## config.mk

```make
export PLATFORM = sky130hd
export DESIGN_NAME = mem_issue_ctrl
export DESIGN_NICKNAME = d
export VERILOG_FILES = /design/src/rtl/mem_issue_pkg.sv /design/src/rtl/mem_issue_fifo.sv /design/src/rtl/mem_issue_ctrl.sv
export SDC_FILE = /design/constraint.sdc
export NUM_CORES = 1
export LEC_CHECK = 0
export CAP_MARGIN = 20
export CORE_ASPECT_RATIO = 1.5
export CORE_MARGIN = 3
export CORE_UTILIZATION = 56
export DETAILED_ROUTE_END_ITERATION = 6
export GPL_TIMING_DRIVEN = 0
export PLACE_DENSITY = 0.84
export SYNTH_ARGS = -nofsm -noshare
export SYNTH_HDL_FRONTEND = slang
export SYNTH_HIERARCHICAL = 1
export SYNTH_SLANG_ARGS = --single-unit
```

## constraint.sdc

```tcl
create_clock -name clk -period 3.9 [get_ports clk]
set_input_delay 0.975 -clock clk [delete_from_list [all_inputs] [get_ports clk]]
set_output_delay 0.975 -clock clk [all_outputs]
set_load 0.02 [all_outputs]
```

## src/rtl/mem_issue_pkg.sv

```systemverilog
// ============================================================================
// Module   : mem_issue_pkg
// Purpose  : Shared configuration for the memory issue controller: default
//            queue depth, ROB index width, payload width and the queue entry
//            layout.
// Ports    : none (package)
// Revision : 1.0 - initial release
// ============================================================================
`default_nettype none

package mem_issue_pkg;

    localparam int MEM_ISSUE_DEPTH     = 8;
    localparam int MEM_ISSUE_ROB_DEPTH = 64;
    localparam int ROB_IDX_W           = $clog2(MEM_ISSUE_ROB_DEPTH);
    localparam int MEM_ISSUE_PAYLOAD_W = 128;

    // Entry layout, most significant field first. The controller packs its
    // queue words in this same order: {store, rob_idx, payload}.
    typedef struct packed {
        logic                           store;
        logic [ROB_IDX_W-1:0]           rob_idx;
        logic [MEM_ISSUE_PAYLOAD_W-1:0] payload;
    } MemIssueEntrySt;

endpackage

`default_nettype wire

```

## src/rtl/mem_issue_fifo.sv

```systemverilog
// ============================================================================
// Module   : mem_issue_fifo
// Purpose  : Generic circular buffer with wrap-bit pointers. Exposes the head
//            entry combinationally; push/pop must be pre-qualified by the
//            caller (no push when full, no pop when empty).
// Ports    : clk, rst_n (async assert, active low)
//            i_flush  - clear both pointers (priority over push/pop)
//            i_push   - write i_wdata at tail, advance tail
//            i_pop    - advance head
//            o_head   - head entry (don't-care when empty)
//            o_empty, o_full, o_count (0..DEPTH)
// Revision : 1.0 - initial release
// ============================================================================
`default_nettype none

module mem_issue_fifo #(
    parameter int DEPTH = 8,
    parameter int WIDTH = 8
) (
    input  logic                     clk,
    input  logic                     rst_n,
    input  logic                     i_flush,
    input  logic                     i_push,
    input  logic [WIDTH-1:0]         i_wdata,
    input  logic                     i_pop,
    output logic [WIDTH-1:0]         o_head,
    output logic                     o_empty,
    output logic                     o_full,
    output logic [$clog2(DEPTH):0]   o_count
);

    localparam int AW = $clog2(DEPTH);

    // Pointers carry one extra wrap bit so that full and empty are
    // distinguishable when the index bits coincide.
    logic [AW:0]      r_wr_ptr;
    logic [AW:0]      r_rd_ptr;
    logic [WIDTH-1:0] r_mem [DEPTH];

    always_ff @(posedge clk or negedge rst_n) begin
        if (!rst_n) begin
            r_wr_ptr <= '0;
            r_rd_ptr <= '0;
        end else if (i_flush) begin
            r_wr_ptr <= '0;
            r_rd_ptr <= '0;
        end else begin
            if (i_push) begin
                r_wr_ptr <= r_wr_ptr + {{AW{1'b0}}, 1'b1};
            end
            if (i_pop) begin
                r_rd_ptr <= r_rd_ptr + {{AW{1'b0}}, 1'b1};
            end
        end
    end

    // Storage holds no reset: contents are meaningless until written.
    always_ff @(posedge clk) begin
        if (i_push && !i_flush) begin
            r_mem[r_wr_ptr[AW-1:0]] <= i_wdata;
        end
    end

    assign o_head  = r_mem[r_rd_ptr[AW-1:0]];
    assign o_empty = (r_wr_ptr == r_rd_ptr);
    assign o_full  = (r_wr_ptr[AW-1:0] == r_rd_ptr[AW-1:0]) &&
                     (r_wr_ptr[AW] != r_rd_ptr[AW]);
    assign o_count = r_wr_ptr - r_rd_ptr;

endmodule

`default_nettype wire

```

## src/rtl/mem_issue_ctrl.sv

```systemverilog
// ============================================================================
// Module   : mem_issue_ctrl
// Purpose  : In-order issue controller between dispatch and the memory
//            execute pipeline. Loads issue as soon as they reach the head;
//            a store at the head waits until it is the oldest ROB entry,
//            which keeps speculative stores away from the DCache/AXI path.
// Ports    : clk, a_rst_n (async assert, sync deassert, active low)
//            flush_i                 - discard all queued ops
//            in_valid_i/in_ready_o   - dispatch handshake
//            in_store_i, in_rob_idx_i, in_payload_i - enqueued op
//            oldest_rob_idx_i        - current oldest ROB index
//            out_valid_o/out_ready_i - memory pipeline handshake
//            out_store_o, out_rob_idx_o, out_payload_o - head op
//            count_o                 - occupied entries (0..DEPTH)
//            store_stall_cnt_o       - saturating blocked-store cycle count
// Revision : 1.0 - initial release
// ============================================================================
`default_nettype none

module mem_issue_ctrl
    import mem_issue_pkg::*;
#(
    parameter int DEPTH     = MEM_ISSUE_DEPTH,
    parameter int ROB_DEPTH = MEM_ISSUE_ROB_DEPTH,
    parameter int PAYLOAD_W = MEM_ISSUE_PAYLOAD_W,
    localparam int RW       = $clog2(ROB_DEPTH)
) (
    input  logic                   clk,
    input  logic                   a_rst_n,
    input  logic                   flush_i,
    input  logic                   in_valid_i,
    output logic                   in_ready_o,
    input  logic                   in_store_i,
    input  logic [RW-1:0]          in_rob_idx_i,
    input  logic [PAYLOAD_W-1:0]   in_payload_i,
    input  logic [RW-1:0]          oldest_rob_idx_i,
    output logic                   out_valid_o,
    input  logic                   out_ready_i,
    output logic                   out_store_o,
    output logic [RW-1:0]          out_rob_idx_o,
    output logic [PAYLOAD_W-1:0]   out_payload_o,
    output logic [$clog2(DEPTH):0] count_o,
    output logic [31:0]            store_stall_cnt_o
);

    localparam int ENTRY_W = 1 + RW + PAYLOAD_W;

    // ------------------------------------------------------------------
    // Reset synchronizer: assertion reaches the state immediately,
    // release is retimed through two flops.
    // ------------------------------------------------------------------
    logic [1:0] r_rst_sync;
    logic       w_rst_n;

    always_ff @(posedge clk or negedge a_rst_n) begin
        if (!a_rst_n) begin
            r_rst_sync <= 2'b00;
        end else begin
            r_rst_sync <= {r_rst_sync[0], 1'b1};
        end
    end

    assign w_rst_n = r_rst_sync[1];

    // ------------------------------------------------------------------
    // Queue
    // ------------------------------------------------------------------
    logic               w_push;
    logic               w_pop;
    logic               w_empty;
    logic               w_full;
    logic [ENTRY_W-1:0] w_head;
    logic               w_head_store;
    logic [RW-1:0]      w_head_rob;
    logic               w_head_is_oldest;

    mem_issue_fifo #(
        .DEPTH (DEPTH),
        .WIDTH (ENTRY_W)
    ) u_fifo (
        .clk     (clk),
        .rst_n   (w_rst_n),
        .i_flush (flush_i),
        .i_push  (w_push),
        .i_wdata ({in_store_i, in_rob_idx_i, in_payload_i}),
        .i_pop   (w_pop),
        .o_head  (w_head),
        .o_empty (w_empty),
        .o_full  (w_full),
        .o_count (count_o)
    );

    assign w_head_store     = w_head[ENTRY_W-1];
    assign w_head_rob       = w_head[ENTRY_W-2 -: RW];
    assign w_head_is_oldest = (w_head_rob == oldest_rob_idx_i);

    // Ready is withheld while the synchronized reset is still held so that
    // no handshake is acknowledged into flops that cannot yet capture it.
    // A dequeue in the same cycle does not free a slot for a full queue.
    assign in_ready_o = ~w_full & ~flush_i & w_rst_n;
    assign w_push     = in_valid_i & in_ready_o;

    // Ordering gate: a store issues only when non-speculative. The head is
    // never skipped, so a blocked store also holds back younger loads.
    assign out_valid_o   = ~w_empty & ~flush_i & (~w_head_store | w_head_is_oldest);
    assign w_pop         = out_valid_o & out_ready_i;
    assign out_store_o   = w_head_store;
    assign out_rob_idx_o = w_head_rob;
    assign out_payload_o = w_head[PAYLOAD_W-1:0];

    // ------------------------------------------------------------------
    // Store stall counter: survives flush, saturates at all-ones.
    // ------------------------------------------------------------------
    logic        w_store_stall;
    logic [31:0] r_stall_cnt;

    assign w_store_stall = ~w_empty & w_head_store & ~w_head_is_oldest & ~flush_i;

    always_ff @(posedge clk or negedge w_rst_n) begin
        if (!w_rst_n) begin
            r_stall_cnt <= '0;
        end else if (w_store_stall && (r_stall_cnt != 32'hFFFF_FFFF)) begin
            r_stall_cnt <= r_stall_cnt + 32'd1;
        end
    end

    assign store_stall_cnt_o = r_stall_cnt;

endmodule

`default_nettype wire

```

==> run_results.csv, run 1 <==
group,metric,value,unit
run_status,outcome,"finished, violations left",
run_status,violations,"setup timing",
pwr,power.density,450,nW/um2
logic_synthesis,yosysTopAreaCell,"edfxtp_1",
layout,synthToLayoutAreaGrowth,23.2,%
sta,finalSetupViolCount,12,
pwr,power,23.7,mW
layout,layout.nets,2750,
clock_network,clockBufferDepth,3,
logic_synthesis,synth_edf_count,1080,
worst_hold_path,holdCritPathClass,"register to register",
layout,design_area,52700,um2
placed_design,dp_hpwl,65200,um
floorplanning,die_y,345,um
placed_design,numPortBuffers,318,
drt,drcViolationCount,0,
clock_network,cts_sinks,1122,
critical_path,timing.rr.end,"u_fifo/r_mem[1][93]",
drt,wl_per_cell,27.4,um
drt,firstDrtPassIters,6,
sta,tns,-299,ps
pwr,peakVddDrop,0.635,mV
critical_path,cp_max_fo,10,
pwr,p_leak,17.6,nW
sta,finClkSkew,15.6,ps
logic_synthesis,yosysUniqueCellTypes,43,
logic_synthesis,synth_area_leaders,"edfxtp_1, mux4_2, nand2_1",
drt,drtIter0Drc,2133,
logic_synthesis,synth.avg_cell_area,20.7,um2
critical_path,reg2reg_depth,17,
grt,grt_pass1_wl,151000,um
floorplanning,coreArea,75400,um2
sta,layout_min_cycle_time,3970,ps
logic_synthesis,seq_area_frac_synth,78.2,%
sta,finalMaxSlewViolations,0,
drt,ant_nets,0,
drt,wirelength,101000,um
layout,regArea,33500,um2
logic_synthesis,synthTopCellsByCount,"edfxtp_1, nand2_1, mux4_2",
grt,grt_pass1_vias,23407,
sta,fin_crit_sh,102,%
grt,grt_antenna_before_repair,23,
layout,fillerInstances,4468,
clock_network,clock_latency,650,ps
clock_network,hold_buffers,0,
critical_path,arrival,3000,ps
logic_synthesis,synth-main-ff-cell,"edfxtp_1",
drt,vias_per_cell,5.97,
sta,tightest_slew,914,ps
clock_network,clk_pin_slew,60,ps
placed_design,gp_congestion,0.857,
critical_path,critPathKind,"register to output port",
critical_path,cp-end-kind,"output port",
grt,grt_max_degree,42,
sta,hold_viol_final,0,
sta,worst_slack,-73.5,ps
logic_synthesis,syn_area,42800,um2
job,max-cap-violations,0,
layout,drive_above_1_share,23.9,%
placed_design,placed_area,49100,um2
floorplanning,rows,123,
clock_network,cts_inserted_buffers,99,
sta,rsz0062_at_grt,"true",
critical_path,crit-reg2reg-launch,"u_fifo/r_rd_ptr[2]",
critical_path,required,2920,ps
worst_hold_path,hold_path_depth,0,
floorplanning,io_pins,319,
clock_network,cts-root-buf,"clkbuf_16",
logic_synthesis,synth_cells,2069,
layout,multi_input_area,8960,um2
drt,vias,22063,
sta,maxClockFrequency,252,MHz
clock_network,cts_tree,"done",
logic_synthesis,mappedNetlistNets,2222,
floorplanning,die_x,232,um
logic_synthesis,synth-seq-cells,1122,
worst_hold_path,holdCritStartpoint,"r_rst_sync[0]",
worst_hold_path,whs_endpoint,"r_rst_sync[1]",
floorplanning,die-area,79900,um2
logic_synthesis,yosys.area.top_type_share,75.8,%
clock_network,htreeDepth,3,
floorplanning,initial_core_util,56.8,%
sta,slew_headroom,39.1,%
critical_path,start_kind,"register",
critical_path,reg2reg_slack,-30,ps
logic_synthesis,async_flop_share,3.74,%
layout,final_core_util,69.9,%
logic_synthesis,yosysMostFrequentCell,"edfxtp_1",
sta,hold_slack,360,ps
logic_synthesis,ys_warn_count,6,
grt,grt_usage,25.9,%
grt,grt_overflow,0,
-- timing repair --
| item | 4_1_cts | 5_1_grt |
|---|---|---|
| setup endpoints to repair | 599 | 150 |
| resized for setup | 162 | 40 |
| pin swaps | 6 | 3 |
| buffers inserted | 16 | 9 |
-- metal layers --
layer | global-route usage, % | share of wire, % | routed length, um
met5 | 0 | 0.067 | 68
met4 | 11.1 | 3.8 | 3850
met3 | 5.04 | 7.5 | 7560
met2 | 42.6 | 51 | 51800
met1 | 34.2 | 38 | 38100
-- worst max-delay path, cell delays in order (launching register included) --
cell	delay, ps
dfrtp_2	420
buf_12	170
buf_16	140
buf_12	150
mux4_2	510
nand2_1	80
nand2_1	130
xor2_1	190
nor2_2	110
nand3_1	100
a21boi_2	170
buf_4	160
-- layout make-up --
cell class                 count  area share, %
buffer                        95           1.40
inverter                       6         0.0569
sequential                  1122           63.5
clock buffer                 126           5.05
antenna                       19         0.0901
timing repair buffer         427           9.48
tap                         1000           2.37
clock inverter                53           1.07
multi-input combinational    846           17.0
-- power by group --
group / switching [mW] / total (mW) / internal [mW]
logic: 0.374 / 0.712 / 0.338
registers: 0.0402 / 13.3 / 13.3
clock network: 4.14 / 9.75 / 5.61
-- sequential cells by signal, indices dropped and copies added (netlist names) --
name and cells:
r_rst_sync 2, store_stall_cnt_o 32, u_fifo/r_mem 1080, u_fifo/r_rd_ptr 4, u_fifo/r_wr_ptr 4
-- per-stage QoR --
stage               setup WS (ps)  cells
floorplan                   -2810   2069
global placement            -7390   3387
detailed placement           -710   3471
CTS                          -219   3666
global route                 -184   3684
finish                      -73.5   3694
-- worst max path at each step --
| stage | startpoint | to | slack [ps] | depth (start not counted) |
|---|---|---|---|---|
| global route | u_fifo/r_rd_ptr[0] | out_valid_o | -180 | 11 |
| floorplan | u_fifo/r_rd_ptr[2] | u_fifo/r_mem[0][0] | -2810 | 12 |
| detailed placement | u_fifo/r_rd_ptr[0] | out_valid_o | -710 | 11 |
| finish | u_fifo/r_rd_ptr[0] | out_valid_o | -70 | 11 |
| global placement | flush_i | u_fifo/r_mem[0][67] | -7390 | 6 |
| CTS | u_fifo/r_rd_ptr[0] | out_valid_o | -220 | 11 |
-- logic make-up (layout without fill, tap and decap cells) --
logic type | count (synthesis) | in the layout | share of synthesized area, %
AO/OA/AOI/OAI | 6 | 6 | 0.123
XOR/XNOR | 42 | 42 | 0.859
adder cells (fa/ha/maj) | 7 | 7 | 0.222
buffers and inverters | 101 | 707 | 1.17
flip-flops | 1122 | 1122 | 78.2
multiplexers | 276 | 276 | 14.4
other | 1 | 20 | 0.00876
AND/OR/NAND/NOR | 514 | 514 | 5.05
-- layout by cell type, fill, tap and decap left out, drive strengths merged, types with 3 or more instances in the layout --
master / instances
dlygate4sd2: 72
nand4: 15
mux2: 4
nor2b: 3
dfrtp: 42
and3: 10
nor4: 3
and2: 4
dlymetal6s2s: 14
nand3: 18
inv: 7
clkinvlp: 5
nor3: 6
clkinv: 35
and4: 4
bufinv: 12
xor2: 15
nand2: 424
clkdlybuf4s50: 229
nand2b: 3
edfxtp: 1080
ha: 6
clkbuf: 158
xnor2: 27
buf: 173
mux4: 270
nor2: 20
diode: 19
No activity file was read; power rests on OpenSTA's default activity.
==> run 2: changes to the inputs <==
--- a/config.mk
+++ b/config.mk
@@ -10,7 +10,7 @@
 export CORE_MARGIN = 3
 export CORE_UTILIZATION = 56
 export DETAILED_ROUTE_END_ITERATION = 6
-export GPL_TIMING_DRIVEN = 0
+export GPL_TIMING_DRIVEN = 1
 export PLACE_DENSITY = 0.84
 export SYNTH_ARGS = -nofsm -noshare
 export SYNTH_HDL_FRONTEND = slang
==> run 2 against run 1 <==
Net effect: final cell count down 2.7%; clock power about the same; the run now ends clean; critical endpoint is now out_payload_o[10]; largest power group unchanged; design area down 1.4%; hold slack better by 1.0 ps.
==> run_results.csv, run 2 (synthesis gave the netlist of run 1 again) <==
group,metric,value,unit
sta,hold_viol_final,0,
grt,grt_pass1_wl,149000,um
pwr,swShare,19.7,%
floorplanning,rows,123,
critical_path,arrival,2840,ps
job,max-cap-violations,0,
clock_network,cts_inserted_buffers,99,
grt,grt_pass1_vias,23237,
sta,fin_crit_sh,97.9,%
clock_network,clk_pin_slew,60,ps
sta,worst_slack,83.4,ps
floorplanning,die_x,232,um
grt,grt_max_degree,81,
drt,drcViolationCount,0,
placed_design,gp_congestion,0.828,
pwr,power_switching,4.69,mW
grt,grt_overflow,0,
layout,final_common_cell,"edfxtp_1",
drt,wirelength,103000,um
drt,vias_per_cell,6.12,
clock_network,cts-root-buf,"clkbuf_16",
pwr,power.density,457,nW/um2
layout,mostFrequentLayoutCells,"edfxtp_1, nand2_1, mux4_2, clkdlybuf4s50_1, clkbuf_16",
sta,finalSetupViolCount,0,
floorplanning,initial_core_util,56.8,%
placed_design,dp_hpwl,54000,um
worst_hold_path,holdCritPathClass,"register to register",
grt,grt_usage,25.5,%
drt,ant_nets,0,
clock_network,cts_tree,"done",
critical_path,cp_max_fo,16,
critical_path,required,2920,ps
sta,slew_headroom,64.2,%
sta,layout_min_cycle_time,3820,ps
layout,largest_reg_flops,1080,
placed_design,pre_cts_ws,140,ps
clock_network,clock_latency,680,ps
clock_network,htreeDepth,3,
sta,hold_slack,361,ps
critical_path,start_kind,"register",
pwr,comb_power_share,3.1,%
pwr,p_leak,17.1,nW
drt,wl_per_cell,28.6,um
sta,maxClockFrequency,262,MHz
pwr,peakVddDrop,0.638,mV
layout,drive_above_1_share,21.9,%
critical_path,cp-end-kind,"output port",
sta,tns,0,ps
pwr,seqPwrFrac,55.9,%
layout,layout.nets,2655,
clock_network,cts_sinks,1122,
pwr,intPower,19.1,mW
drt,firstDrtPassIters,6,
grt,grt_antenna_before_repair,18,
drt,vias,21997,
drt,drtIter0Drc,2114,
placed_design,numPortBuffers,318,
layout,synthToLayoutAreaGrowth,21.5,%
floorplanning,io_pins,319,
sta,finalMaxSlewViolations,0,
critical_path,critPathKind,"register to output port",
floorplanning,coreArea,75400,um2
floorplanning,die-area,79900,um2
pwr,power_frac_clock,41.0,%
run_status,outcome,"finished clean",
floorplanning,die_y,345,um
sta,finClkSkew,22.3,ps
clock_network,clockBufferDepth,3,
sta,tightest_slew,538,ps
layout,final_core_util,69.0,%
run 2: critical path, stage by stage, from the launching register on:
cell and delay [ps]:
dfrtp_4 470, buf_12 150, buf_16 200, buf_16 180, buf_4 150, mux4_2 510
nand2_1 90, nand2_1 60, dlygate4sd2_1 340
run 2: per-stage QoR:
step | power [mW] | cells | instance area, um2
floorplan | 13.8 | 2069 | 43000
global placement | 14.2 | 3361 | 48000
detailed placement | 14.3 | 3361 | 48000
CTS | 23.9 | 3563 | 51700
global route | 24.4 | 3588 | 52000
finish | 23.8 | 3596 | 52000
run 2: power by group through the flow:
stage / combinational (mW) / clock, mW / sequential [mW]
floorplan: 0.240 / 0 / 13.6
global placement: 0.679 / 0 / 13.5
detailed placement: 0.714 / 0 / 13.5
CTS: 0.726 / 9.86 / 13.3
global route: 0.785 / 10.3 / 13.3
finish: 0.731 / 9.73 / 13.3
run 2: final cells by class:
cell class | count | area, um2
multi-input cells | 846 | 8950
fillers | 4466 | 23400
well taps | 1000 | 1250
repair buffers | 427 | 5050
clock inverters | 65 | 617
flip-flops and latches | 1122 | 33500
diodes | 13 | 32.5
clock buffers | 117 | 2590
inverters | 6 | 37.5
run 2: layer usage:
metal,GRT usage [%],vias up,share of wire [%]
met5,0,-,0.077
met4,10.2,14,3.3
met3,5.27,182,7.8
met2,43.3,1037,52
met1,32.6,11608,37
li1,-,9156,-
run 2: what timing repair did:
action / in CTS / in global routing
setup buffers: 9 / 17
gates resized for setup: 147 / 24
setup endpoints to repair: 134 / 56
cloned: 11 / 3
hold buffers: 0 / 0
pin swaps: 0 / 1
run 2: path summary, 6_finish.rpt:
kind	from	to	slack, ps	cells past startpoint
max	u_fifo/r_rd_ptr[0]	out_payload_o[10]	80	8
min	r_rst_sync[0]	r_rst_sync[1]	360	0
max reg2reg	u_fifo/r_rd_ptr[0]	u_fifo/r_mem[3][101]	400	10
min reg2reg	r_rst_sync[0]	r_rst_sync[1]	360	0
max in group asynchronous	r_rst_sync[1]	u_fifo/r_rd_ptr[2]	3070	1
min in group asynchronous	r_rst_sync[1]	store_stall_cnt_o[4]	400	1
